### src/rtl/led_matrix_pkg.sv
// led_matrix_pkg: scan state encoding and small index helpers shared by the
// LED matrix scanner and its testbench.
package led_matrix_pkg;

  typedef enum logic [1:0] {
    S_IDLE  = 2'd0,
    S_BLANK = 2'd1,
    S_DRIVE = 2'd2
  } scan_state_t;

  // Widest column vector the one-hot helper can produce.
  localparam int ONEHOT_W = 256;

  // Width of an index over n items, never narrower than one bit.
  function automatic int idx_width(input int n);
    return (n > 1) ? $clog2(n) : 1;
  endfunction

  function automatic int max_int(input int a, input int b);
    return (a > b) ? a : b;
  endfunction

  // Column decode: bit idx set, all others clear. Callers cast to COLS bits.
  function automatic logic [ONEHOT_W-1:0] onehot(input int idx);
    return ONEHOT_W'(1) << idx;
  endfunction

  // Flat bit position of cell (r,c) in a frame vector.
  function automatic int cell_index(input int r, input int c, input int cols);
    return r * cols + c;
  endfunction

endpackage

### src/rtl/led_matrix_scanner_if.sv
// led_matrix_scanner_if: frame transfer handshake into the scanner.
// The producer (cell-state register) owns frame_in/frame_valid, the scanner
// answers with frame_ready.
interface led_matrix_scanner_if #(
  parameter int ROWS = 5,
  parameter int COLS = 5
);
  logic [ROWS*COLS-1:0] frame_in;
  logic                 frame_valid;
  logic                 frame_ready;

  modport master (output frame_in, output frame_valid, input frame_ready);
  modport slave  (input frame_in, input frame_valid, output frame_ready);
endinterface

### src/rtl/led_frame_buffer.sv
// led_frame_buffer: double buffer behind the frame handshake. A frame lands
// in the pending register on valid&&ready and is promoted to the display
// register only when the scanner strobes i_swap at a frame boundary.
module led_frame_buffer #(
  parameter int N_CELLS = 25
) (
  input  logic                       clk,
  input  logic                       rst_n,
  led_matrix_scanner_if.slave        bus,
  input  logic                       i_swap,
  output logic [N_CELLS-1:0]         o_display
);

  logic [N_CELLS-1:0] r_pending;
  logic [N_CELLS-1:0] r_display;
  logic               r_pending_full;

  // Ready comes straight from the register so the producer never sees a
  // combinational loop through this block.
  assign bus.frame_ready = ~r_pending_full;
  assign o_display       = r_display;

  // Accept a frame into pending, or hand pending over to display at a boundary.
  always_ff @(posedge clk or negedge rst_n) begin
    if (!rst_n) begin
      // NOTE: the frame registers are reset too; a dark matrix after reset
      // depends on display being known, and the cost is one flop reset each.
      r_pending      <= '0;
      r_display      <= '0;
      r_pending_full <= 1'b0;
    end else begin
      // NOTE: non-blocking assignments, so every register here samples the
      // pre-edge values regardless of statement order.
      if (bus.frame_valid && !r_pending_full) begin
        r_pending      <= bus.frame_in;
        r_pending_full <= 1'b1;
      end else if (i_swap && r_pending_full) begin
        r_display      <= r_pending;
        r_pending_full <= 1'b0;
      end
    end
  end

endmodule

### src/rtl/led_matrix_scanner.sv
// led_matrix_scanner: self-timed column scanner for an LED matrix. Walks the
// column index, blanks between columns against ghosting, and swaps in a new
// double-buffered frame only at frame boundaries.
// Optional build macro LED_SCANNER_PWM_EN adds a per-frame brightness input
// that shortens the row-on time inside each column dwell.
module led_matrix_scanner
  import led_matrix_pkg::*;
#(
  parameter int ROWS         = 5,
  parameter int COLS         = 5,
  parameter int DWELL_CYCLES = 4,
  parameter int BLANK_CYCLES = 1
) (
  input  logic                          clk,
  input  logic                          rst_n,
  input  logic                          ena,
  led_matrix_scanner_if.slave           frame_if,
`ifdef LED_SCANNER_PWM_EN
  input  logic [$clog2(DWELL_CYCLES+1)-1:0] brightness,
`endif
  output logic [ROWS-1:0]               rows,
  output logic [COLS-1:0]               cols,
  output logic [idx_width(COLS)-1:0]    x,
  output logic                          frame_start
);

  localparam int X_W     = idx_width(COLS);
  localparam int CNT_W   = $clog2(max_int(DWELL_CYCLES, BLANK_CYCLES) + 1);
  localparam int N_CELLS = ROWS * COLS;

  // With no blanking, each column (and thus each frame) begins in S_DRIVE.
  localparam scan_state_t FIRST_STATE = (BLANK_CYCLES > 0) ? S_BLANK : S_DRIVE;

  localparam logic [CNT_W-1:0] DWELL_LAST = CNT_W'(DWELL_CYCLES - 1);
  localparam logic [CNT_W-1:0] BLANK_LAST = CNT_W'((BLANK_CYCLES > 0) ? BLANK_CYCLES - 1 : 0);
  localparam logic [X_W-1:0]   X_LAST     = X_W'(COLS - 1);

  scan_state_t        r_state;
  scan_state_t        w_state_nxt;
  logic [X_W-1:0]     r_x;
  logic [X_W-1:0]     w_x_nxt;
  logic [CNT_W-1:0]   r_cnt;
  logic [CNT_W-1:0]   w_cnt_nxt;
  logic               w_frame_boundary;
  logic [N_CELLS-1:0] w_display;

  led_frame_buffer #(
    .N_CELLS (N_CELLS)
  ) u_frame_buffer (
    .clk       (clk),
    .rst_n     (rst_n),
    .bus       (frame_if),
    .i_swap    (w_frame_boundary),
    .o_display (w_display)
  );

  // Scan state, column index and shared blank/dwell counter.
  always_ff @(posedge clk or negedge rst_n) begin
    if (!rst_n) begin
      r_state <= S_IDLE;
      r_x     <= '0;
      r_cnt   <= '0;
    end else begin
      r_state <= w_state_nxt;
      r_x     <= w_x_nxt;
      r_cnt   <= w_cnt_nxt;
    end
  end

  // Next scan position; also flags the edge that enters a new frame.
  always_comb begin
    // NOTE: every output of this block gets a default first, so no path
    // through the case below can leave one unassigned and infer a latch.
    w_state_nxt = r_state;
    w_x_nxt     = r_x;
    w_cnt_nxt   = r_cnt;

    if (!ena) begin
      w_state_nxt = S_IDLE;
      w_x_nxt     = '0;
      w_cnt_nxt   = '0;
    end else begin
      case (r_state)
        S_IDLE: begin
          w_state_nxt = FIRST_STATE;
          w_x_nxt     = '0;
          w_cnt_nxt   = '0;
        end
        S_BLANK: begin
          if (r_cnt == BLANK_LAST) begin
            w_state_nxt = S_DRIVE;
            w_cnt_nxt   = '0;
          end else begin
            w_cnt_nxt = r_cnt + 1'b1;
          end
        end
        S_DRIVE: begin
          if (r_cnt == DWELL_LAST) begin
            w_cnt_nxt   = '0;
            w_x_nxt     = (r_x == X_LAST) ? '0 : r_x + 1'b1;
            w_state_nxt = FIRST_STATE;
          end else begin
            w_cnt_nxt = r_cnt + 1'b1;
          end
        end
        default: begin
          w_state_nxt = S_IDLE;
          w_x_nxt     = '0;
          w_cnt_nxt   = '0;
        end
      endcase
    end

    // Column 0, count 0 of the first state is only reachable from S_IDLE or
    // from the wrap of the last column, i.e. exactly at a frame start. The
    // swap happens on the edge entering that clock so column 0 already shows
    // the new frame.
    w_frame_boundary = ena && (w_state_nxt == FIRST_STATE) &&
                       (w_x_nxt == '0) && (w_cnt_nxt == '0);
  end

`ifdef LED_SCANNER_PWM_EN
  localparam int BRIGHT_W = $clog2(DWELL_CYCLES + 1);
  logic [BRIGHT_W-1:0] r_bright;

  // Brightness is latched once per frame so a frame is shown at one duty.
  always_ff @(posedge clk or negedge rst_n) begin
    if (!rst_n) begin
      r_bright <= '0;
    end else if (w_frame_boundary) begin
      r_bright <= brightness;
    end
  end
`endif

  // LED pin decode, purely from registered state.
  always_comb begin
    rows        = '0;
    cols        = '0;
    x           = r_x;
    frame_start = (r_state == FIRST_STATE) && (r_x == '0) && (r_cnt == '0);

    if (r_state == S_DRIVE) begin
      cols = COLS'(onehot(int'(r_x)));
      for (int r = 0; r < ROWS; r++) begin
        for (int c = 0; c < COLS; c++) begin
          if (c == int'(r_x)) begin
            rows[r] = w_display[cell_index(r, c, COLS)];
          end
        end
      end
`ifdef LED_SCANNER_PWM_EN
      // Rows are on only for the first r_bright clocks of the dwell.
      if (32'(r_cnt) >= 32'(r_bright)) begin
        rows = '0;
      end
`endif
    end
  end

endmodule

### src/flat_wrapper.sv
// flat-port wrapper written by rule: the top's interface ports become plain ports
module led_matrix_scanner_flat import led_matrix_pkg::*;
#(
  parameter int ROWS         = 5,
  parameter int COLS         = 5,
  parameter int DWELL_CYCLES = 4,
  parameter int BLANK_CYCLES = 1
)
  (clk, rst_n, ena, rows, cols, x, frame_start, frame_if_frame_in, frame_if_frame_valid, frame_if_frame_ready);
  led_matrix_scanner_if #(.ROWS(ROWS), .COLS(COLS)) frame_if_i ();
  input  logic clk;
  input  logic rst_n;
  input  logic ena;
  output logic [ROWS-1:0] rows;
  output logic [COLS-1:0] cols;
  output logic [idx_width(COLS)-1:0] x;
  output logic frame_start;
  input wire logic [$bits(frame_if_i.frame_in)-1:0] frame_if_frame_in;
  input wire logic [$bits(frame_if_i.frame_valid)-1:0] frame_if_frame_valid;
  output wire logic [$bits(frame_if_i.frame_ready)-1:0] frame_if_frame_ready;
  assign frame_if_i.frame_in = frame_if_frame_in;
  assign frame_if_i.frame_valid = frame_if_frame_valid;
  assign frame_if_frame_ready = frame_if_i.frame_ready;
  led_matrix_scanner #(.ROWS(ROWS), .COLS(COLS), .DWELL_CYCLES(DWELL_CYCLES), .BLANK_CYCLES(BLANK_CYCLES)) u_core (.clk(clk), .rst_n(rst_n), .ena(ena), .frame_if(frame_if_i), .rows(rows), .cols(cols), .x(x), .frame_start(frame_start));
endmodule
### config.mk
export PLATFORM = sky130hd
export DESIGN_NAME = led_matrix_scanner_flat
export DESIGN_NICKNAME = d
export VERILOG_FILES = /design/src/rtl/led_matrix_pkg.sv /design/src/rtl/led_matrix_scanner_if.sv /design/src/rtl/led_frame_buffer.sv /design/src/rtl/led_matrix_scanner.sv /design/src/flat_wrapper.sv
export SDC_FILE = /design/constraint.sdc
export NUM_CORES = 1
export LEC_CHECK = 0
export CORE_UTILIZATION = 30
export DETAILED_ROUTE_END_ITERATION = 12
export GPL_ROUTABILITY_DRIVEN = 0
export HOLD_SLACK_MARGIN = 0.08
export SYNTH_ARGS = -nofsm -noshare
export SYNTH_HDL_FRONTEND = slang
export SYNTH_HIERARCHICAL = 1
export SYNTH_SLANG_ARGS = --single-unit
export TNS_END_PERCENT = 100
### constraint.sdc
create_clock -name clk -period 6 [get_ports clk]
set_clock_uncertainty 0.2 [all_clocks]
set_input_delay 0.6 -clock clk [delete_from_list [all_inputs] [get_ports clk]]
set_output_delay 0.6 -clock clk [all_outputs]
set_load 0.03 [all_outputs]
==> metrics, run 1 <==
mean post-synth cell area 13.0 sq um; Detailed Route WL around 5800 um; startpoint type of the worst setup path register; Post-CTS Resized 0; 1st-pass router iterations 4; required time of the critical path between 5000 and 6000 ps; critical path's most frequent cell ha_1; Most Used Layer, Global Route met2; Final ANT Viol Nets 0; grt total ovfl 0; Iter 0 DRT Violations 83; Slew Viols, Final 0; Gate power share 0.286; Syn Inst Count between 200 and 250; diode count 0; RSZ-0062 raised after global routing false; Worst Path Buf+Inv 1; met3 GRT Util 0.0515; LEAKAGE about 1.6 nW; post-synth cell types 32; Min Hold Slack 210 ps; Root Buffer clkbuf_8; first-pass GRT wire length about 9400 um; Post-CTS Setup Bufs 0; GR Util met2 0.193; Final Hold Violating Endpoints 0; Worst slew margin 0.355; number of cell rows 35; GRT Util Overall 0.126; Core ar. between 0.009 and 0.01 sq mm; Starting Density 0.311; met1 Track Usage GR 0.160; Via Count approximately 1,800; Post-DP Area about 0.0034 sq mm; cell-internal power 1.10 mW; Reg2Reg Setup Slack approximately 2700 ps; pwr dens between 400 and 500 mW/mm^2; CTS tree done; Period minus WS final roughly 3500 ps; Pwr Total about 1.5 mW; Final Instance Area 0.00364 sq mm; WL/cell approximately 15 um; Post-Syn Nets 266; Worst path slowest cell clkdlybuf4s50_1; Tightest Pin Transition 965 ps; post-synthesis instance area roughly 0.0029 sq mm; vias in the first global route about 1,900; status completed; clk_lat worst skew approximately 330 ps; PortBufs 43; Max Fclk about 280 MHz; CTS clk-pin slew, worst paths approximately 70 ps; largest net degree at the start of global routing 60; die area about 0.01 sq mm; hold buffers post-CTS 0; Yosys reg bits 59; final period utilization 0.591; clk sinks 59; Via-to-Cell Ratio 4.59; post-synthesis sequential area ratio 0.511; share of cells above drive strength 1 0.268; setup TNS 0 ps; critical path class register to primary output; most frequent cells in the layout 59 x dfrtp_1, 42 x clkdlybuf4s50_1, 30 x mux2_2; most common cell after layout, fill and taps aside dfrtp_1; P_sw ~0.41 mW; fin nets between 300 and 400; max cap viols 0; Die Wd about 100 um; Layout fillers 944; Sw Ratio 0.273; Crit path largest cell delay ~700 ps; Area Growth Syn to Fin 25.9%; crit-path cells ha_1, ha_1, nor2_1, a22oi_1, a21oi_1, clkdlybuf4s50_1; dpl cells about 390; Detail Placement HPWL 3960 um; Clock Path Buffers 2; Die Y approximately 100 um; Flop pwr share 0.450; crit path DAT around 2800 ps; VDD IR-drop max about 0.00016 V; I/O pins between 40 and 50; H-Tree Depth 3; Hold Crit Class input pin to async pin; total CTS buffers 9; Worst setup EP type primary output; drt drc 0; Final Non-Filler Cells 401; Ys Warns 6; Final Setup Violations 0; delay-heaviest family, CP buffers and inverters; clock power share 0.264; Max FO, Critical Path 7; initial antenna violation count 0
-- worst register-to-register path, cell delays in order (launching register included) --
cell and delay (ps):
dfrtp_1 450, inv_1 110, ha_1 360, nand2_1 310, nand4_1 200, a21oi_1 100
or4_4 520, nor3b_2 180, nand2_2 380, mux2_2 430
-- cell families (layout without fill, tap and decap cells) --
group | count (synthesis) | count (layout) | synth area share
and+or+nand+nor | 38 | 38 | 0.0832
AOI/OAI and AO/OA | 40 | 40 | 0.0810
adders and majority gates | 14 | 14 | 0.0606
buffers and inverters | 21 | 70 | 0.0381
DFF | 59 | 59 | 0.511
muxes | 51 | 51 | 0.226
-- metal layers --
layer,share of wire,vias up
met5,0,-
met4,0.019,0
met1,0.47,904
li1,-,877
met3,0.049,12
met2,0.47,47
-- final cells by class --
type,instances,area (sq um),area share
clock buffer,11,141,0.0389
clock inverter,4,75.1,0.0206
inverter,11,41.3,0.0113
multi-input combinational,143,1310,0.360
sequential,59,1480,0.406
tap,129,161,0.0444
timing repair buffer,44,433,0.119
-- sequential cells by signal, summed over array words and instances (netlist names) --
signal and flops:
u_core/r_state 2, u_core/u_frame_buffer/r_pending_full 1, u_core/r_cnt 3, u_core/u_frame_buffer/o_display 25
u_core/x 3, u_core/u_frame_buffer/r_pending 25
-- worst paths after layout --
check                                      from                                   to  cells after the start
worst min register to register  u_core/r_cnt[0]                      u_core/r_cnt[0]                      1
max in group asynchronous                 rst_n   u_core/u_frame_buffer/r_pending[8]                      2
worst max register to register      u_core/x[1]  u_core/u_frame_buffer/o_display[23]                      9
worst min-delay path                      rst_n                          u_core/x[2]                      2
min in group clk                u_core/r_cnt[0]                      u_core/r_cnt[0]                      1
worst max-delay path                u_core/x[1]                              rows[1]                      6
-- metrics by stage --
step,utilization,setup slack [ps]
2_1_floorplan,-,3080
3_3_place_gp,0.369,2650
3_5_place_dp,0.369,2610
4_1_cts,0.392,2420
5_1_grt,0.392,2270
6_report,0.392,2450
-- synthesized netlist by cell type --
master / number / area, sq um
o21a_1: 1 / 7.51
o21bai_1: 2 / 15.0
nor2_2: 1 / 6.26
and3b_1: 7 / 61.3
nand2_1: 9 / 33.8
a32o_1: 1 / 10.0
and3_1: 1 / 6.26
mux2_2: 30 / 338
nand2_2: 1 / 6.26
mux2_4: 21 / 315
nor2b_1: 4 / 25.0
nand3_1: 1 / 5.00
nor3b_1: 2 / 15.0
buf_2: 1 / 5.00
a21oi_1: 16 / 80.1
nor2_1: 2 / 7.51
nand3b_1: 1 / 7.51
ha_1: 14 / 175
o21ai_0: 13 / 65.1
clkbuf_1: 5 / 18.8
a31oi_1: 1 / 6.26
inv_1: 11 / 41.3
a22oi_2: 1 / 12.5
nor3b_2: 1 / 12.5
nand4_1: 1 / 6.26
buf_6: 4 / 45.0
nor3_1: 1 / 5.00
dfrtp_1: 59 / 1480
or4_4: 1 / 11.3
nand2b_1: 1 / 6.26
and2_1: 4 / 25.0
a22oi_1: 5 / 37.5
-- power by group through the flow --
stage / Clock [mW] / Combinational, mW / Sequential (mW)
4_1_cts: 0.412 / 0.438 / 0.683
5_1_grt: 0.428 / 0.472 / 0.704
3_3_place_gp: 0 / 0.424 / 0.683
6_report: 0.399 / 0.433 / 0.680
3_5_place_dp: 0 / 0.435 / 0.689
2_1_floorplan: 0 / 0.364 / 0.644
No activity file was read; power rests on OpenSTA's default activity.
==> run 2, diff against run 1 <==
==> constraint.sdc (replaced) <==
create_clock -name clk -period 3.1 [get_ports clk]
set_clock_uncertainty 0.2 [all_clocks]
set_input_delay 0.31 -clock clk [delete_from_list [all_inputs] [get_ports clk]]
set_output_delay 0.31 -clock clk [all_outputs]
set_load 0.03 [all_outputs]
==> run 2 against run 1 <==
  * Hold slack improved by 27 ps
  * Combinational power rose by 95%
  * Cell count rose by 2.7%
  * Critical path depth rose by 4
  * Clock power rose by 110%
  * Total power rose by 99%
  * Non-clock buffer count rose by 11
  * Global-route usage barely moved
  * Critical endpoint is now u_core/u_frame_buffer/o_display[14]
  * Routed wire length fell by 2.0%
  * Design area rose by 3.0%
  * Largest cell class unchanged
==> metrics, run 2 (synthesis gave the netlist of run 1 again) <==
RSZ-0062 raised after global routing false; Max Fclk approximately 340 MHz; WL/cell 13.9 um (-4.7%); die area 0.0100 sq mm (unchanged); most common cell after layout, fill and taps aside dfrtp_1; Min Hold Slack 238 ps (+27.3 ps); Worst path slowest cell or4_4; Worst setup EP type register; Detail Placement HPWL 4120 um (+4.2%); grt total ovfl 0 (unchanged); required time of the critical path 3120 ps (-2080 ps); fin util 0.404 (+0.0116); Slew Viols, Final 0 (unchanged); Setup WS post-layout 142 ps (-2310 ps); Hold Crit Class input pin to async pin; number of cell rows 35 (unchanged); crit-path cells ha_1, ha_1, mux2_4, a22oi_2, nor2_2, or4_4, nor3b_2, nand2_2, buf_4, mux2_2; Core ar. 0.00928 sq mm (unchanged); fin nets 322 (+3.5%); Die Wd 100 um (unchanged); Crit path largest cell delay 490 ps (-210 ps); PortBufs 43 (unchanged); Period minus WS final 2960 ps; startpoint type of the worst setup path register; Detailed Route WL 5720 um (-2.0%); DP Worst Slack 148 ps (-2460 ps); initial antenna violation count 0 (unchanged); Worst slew margin 0.698 (+0.343); CTS tree done; Max FO, Critical Path 15 (+8); crit path DAT 2980 ps (+230 ps); Tightest Pin Transition 453 ps (-513 ps); Pwr Total 3.01 mW (+99%); critical path class register to register; I/O pins 44 (unchanged); max cap viols 0 (unchanged); final period utilization 0.954; GRT Util Overall 0.126 (about the same); LEAKAGE 1.64 nW (+5.8%); drt drc 0 (unchanged); Setup crit start u_core/r_cnt[0]; clk_lat worst skew 340 ps (about the same); clk sinks 59 (unchanged); total CTS buffers 9 (unchanged); Die Y 100 um (unchanged); Iter 0 DRT Violations 58 (-30%); VDD IR-drop max 0.000360 V (+130%); most frequent cells in the layout 59 x dfrtp_1, 37 x clkdlybuf4s50_1, 30 x mux2_2; Area Growth Syn to Fin 29.7%; diode count 0 (unchanged); first-pass GRT wire length 9440 um (about the same); critical path's most frequent cell ha_1; Final Hold Violating Endpoints 0 (unchanged); Via Count 1,853 (+0.71%); vias in the first global route 1,908 (+1.0%); Final Setup Violations 0 (unchanged); Via-to-Cell Ratio 4.50 (-2.0%); largest net degree at the start of global routing 26 (-57%); Root Buffer clkbuf_8; status completed; pwr dens 803 mW/mm^2 (+93%); share of cells above drive strength 1 0.300 (+0.0320); H-Tree Depth 3 (unchanged); R2R Path Start u_core/r_cnt[0]; Final ANT Viol Nets 0 (unchanged); setup TNS 0 ps (unchanged); CTS clk-pin slew, worst paths 70 ps (about the same); Clock Path Buffers 2 (unchanged); 1st-pass router iterations 4 (unchanged); Starting Density 0.311 (unchanged); Post-CTS Setup Bufs 0 (unchanged)
[run 2: power breakdown]
part / switching (mW) / total (mW) / internal [mW]
Clock: 0.299 / 0.852 / 0.553
Sequential: 0.192 / 1.31 / 1.12
Combinational: 0.299 / 0.846 / 0.547
[run 2: critical path, delay by kind of cell (launching register included)]
family,cells,cell delay (ps)
adders and majority gates,2,490
AOI/OAI and AO/OA,1,140
muxes,2,600
buffers and inverters,1,210
DFF,1,400
and+or+nand+nor,4,800
[run 2: per-layer routing]
metal | global-route usage | routed length, um | share of wire | vias up
met5 | 0 | 0 | 0 | -
met4 | 0.0502 | 91 | 0.016 | 0
met3 | 0.0446 | 344 | 0.060 | 10
met2 | 0.191 | 2590 | 0.45 | 42
met1 | 0.164 | 2700 | 0.47 | 904
li1 | - | - | - | 897
[run 2: worst paths after layout]
check,to,cells past startpoint,slack (ps)
worst min-delay path,u_core/r_state[0],2,240
worst min register to register,u_core/r_cnt[0],1,270
worst max-delay path,u_core/u_frame_buffer/o_display[14],10,140
max in group asynchronous,u_core/u_frame_buffer/r_pending[5],3,1820
min in group clk,u_core/r_cnt[0],1,270
worst max register to register,u_core/u_frame_buffer/o_display[14],10,140
[run 2: area by class of cell]
class	instances	area, sq um
inverters	11	41.3
clock inverters	4	98.8
fillers	915	5540
well taps	129	161
clock buffers	11	141
multi-input cells	143	1320
repair buffers	55	512
flip-flops and latches	59	1480
[run 2: timing repair]
action	CTS	global route
endpoints found under the setup margin	5	3
hold endpoints to repair	15	0
hold buffers	1	0
gates resized for setup	6	1
[run 2: per-stage QoR]
step	cells	instance area [sq um]
final	412	3750
after detailed placement	396	3500
after global placement	396	3500
after floorplan	223	2890
after global routing	412	3750
after CTS	412	3740
==> run 3, diff against run 2 <==
--- a/config.mk
+++ b/config.mk
@@ -5,7 +5,7 @@
 export SDC_FILE = /design/constraint.sdc
 export NUM_CORES = 1
 export LEC_CHECK = 0
-export CORE_UTILIZATION = 30
+export CORE_UTILIZATION = 25
 export DETAILED_ROUTE_END_ITERATION = 12
 export GPL_ROUTABILITY_DRIVEN = 0
 export HOLD_SLACK_MARGIN = 0.08
==> run 3 against run 2 <==
  * Via count is 0.43% higher
  * Critical endpoint is now u_core/u_frame_buffer/o_display[12]
  * Critical path depth is the same
  * Sequential share of layout area fell by 0.30 points
  * Design area grew 0.77%
==> metrics, run 3 (synthesis gave the netlist of run 1 again) <==
Detail Placement HPWL 4330 um (+4.9%); GRT Util Overall 0.112 (-0.0142); WL/cell 14.6 um (+4.8%); grt total ovfl 0 (unchanged); most common cell after layout, fill and taps aside dfrtp_1; Slew Viols, Final 0 (unchanged); Die Y 110 um (+9.4%); cell-internal power 2.20 mW (-0.84%); Iter 0 DRT Violations 51 (-12%); Min Hold Slack 282 ps (+43.9 ps); Tightest Pin Transition 699 ps (+246 ps); DP Worst Slack 135 ps (-12.9 ps); vias in the first global route 1,936 (+1.5%); 1st-pass router iterations 4 (unchanged); Clock Path Buffers 2 (unchanged); delay-heaviest family, CP simple AND/OR/NAND/NOR gates; crit path DAT 2990 ps (about the same); CTS tree done; Max FO, Critical Path 26 (+11); startpoint type of the worst setup path register; clk_lat worst skew 320 ps (-20 ps); fin nets 320 (-0.62%); P_sw 0.820 mW (+3.8%); H-Tree Depth 3 (unchanged); Final Hold Violating Endpoints 0 (unchanged); critical path's most frequent cell ha_1; Via Count 1,861 (+0.43%); Die Wd 110 um (+9.4%); Sw Ratio 0.272 (+0.00888); total CTS buffers 9 (unchanged); Levels on crit path 10 (unchanged); drt drc 0 (unchanged); setup TNS 0 ps (unchanged); final period utilization 0.963 (+0.00910); Final ANT Viol Nets 0 (unchanged); initial antenna violation count 0 (unchanged); Gate power share 0.286 (+0.005); max cap viols 0 (unchanged); Worst setup EP type register; share of cells above drive strength 1 0.289 (-0.0111); largest net degree at the start of global routing 33 (+27%); number of cell rows 38 (+8.6%); Area Growth Syn to Fin 30.7%; clock power share 0.281 (-0.002); Root Buffer clkbuf_16; Via-to-Cell Ratio 4.43 (-1.5%); LEAKAGE 1.67 nW (+1.6%); Core ar. 0.0110 sq mm (+19%); fin util 0.342 (-0.0613); Hold Crit Class register to register; Period minus WS final 2990 ps (+28.2 ps); first-pass GRT wire length 9910 um (+5.0%); R2R cell count 10 (unchanged); required time of the critical path 3100 ps (-20 ps); Max Fclk 335 MHz (-0.95%); I/O pins 44 (unchanged); CTS clk-pin slew, worst paths 50 ps (-20 ps); diode count 0 (unchanged); Flop pwr share 0.433 (-0.003); VDD IR-drop max 0.000335 V (-6.9%); crit-path cells ha_1, ha_1, mux2_4, a22oi_2, nor2_2, or4_4, nor3b_2, nand2_2, buf_12, mux2_2; hold depth 1; Starting Density 0.262 (-0.0493); Worst path slowest cell or4_4; most frequent cells in the layout 59 x dfrtp_1, 37 x clkdlybuf4s50_1, 30 x mux2_2; Worst slew margin 0.534 (-0.164); Detailed Route WL 6110 um (+6.8%); die area 0.0120 sq mm (+20%); status completed; Crit path largest cell delay 480 ps (about the same); critical path class register to register; RSZ-0062 raised after global routing false; Worst Path Buf+Inv 1 (unchanged); clk sinks 59 (unchanged); Final Setup Violations 0 (unchanged); PortBufs 43 (unchanged); pwr dens 800 mW/mm^2 (-0.40%); Setup WS post-layout 114 ps (-28.2 ps)
run 3: power by group through the flow:
stage / clock network (mW) / logic (mW) / registers (mW)
after floorplan: 0 / 0.704 / 1.25
after global placement: 0 / 0.850 / 1.32
after detailed placement: 0 / 0.866 / 1.33
after CTS: 0.874 / 0.875 / 1.31
after global routing: 0.907 / 0.945 / 1.36
final: 0.848 / 0.863 / 1.31
run 3: path summary, 6_finish.rpt:
kind	start	end	slack, ps
worst max-delay path	u_core/r_cnt[0]	u_core/u_frame_buffer/o_display[12]	110
worst min-delay path	u_core/r_cnt[0]	u_core/r_cnt[0]	280
worst max register to register	u_core/r_cnt[0]	u_core/u_frame_buffer/o_display[12]	110
worst min register to register	u_core/r_cnt[0]	u_core/r_cnt[0]	280
max in group asynchronous	rst_n	u_core/u_frame_buffer/o_display[12]	1500
min in group asynchronous	rst_n	u_core/u_frame_buffer/r_pending[3]	370
run 3: worst reg2reg max path, stage by stage (launching register included):
cell	delay [ps]
dfrtp_1	400
ha_1	250
ha_1	270
mux2_4	330
a22oi_2	130
nor2_2	60
or4_4	480
nor3b_2	190
nand2_2	90
buf_12	180
mux2_2	290
run 3: layout make-up:
class | instances | area [sq um]
Clock inverter | 3 | 17.5
Clock buffer | 11 | 233
Multi-Input combinational cell | 143 | 1320
Sequential cell | 59 | 1480
Timing Repair Buffer | 53 | 517
Inverter | 11 | 41.3
Fill cell | 1111 | 7260
Tap cell | 140 | 175
run 3: per-stage QoR:
stage | power, mW | instances | instance area, sq um
after floorplan | 1.95 | 223 | 2890
after global placement | 2.17 | 405 | 3510
after detailed placement | 2.19 | 405 | 3510
after CTS | 3.06 | 420 | 3760
after global routing | 3.21 | 420 | 3770
final | 3.02 | 420 | 3770
run 3: layer usage:
metal  GRT usage  wire [um]  up-vias
met5           0          0        -
met1       0.142       2850      904
met4      0.0467         76        0
li1            -          -      891
met2       0.174       2840       55
met3      0.0379        353       11
run 3: repair_timing:
action,in CTS,in global routing
buffers inserted,0,0
endpoints found under the hold margin,31,0
gates resized for setup,3,4
endpoints found under the setup margin,3,2
hold buffers,1,0
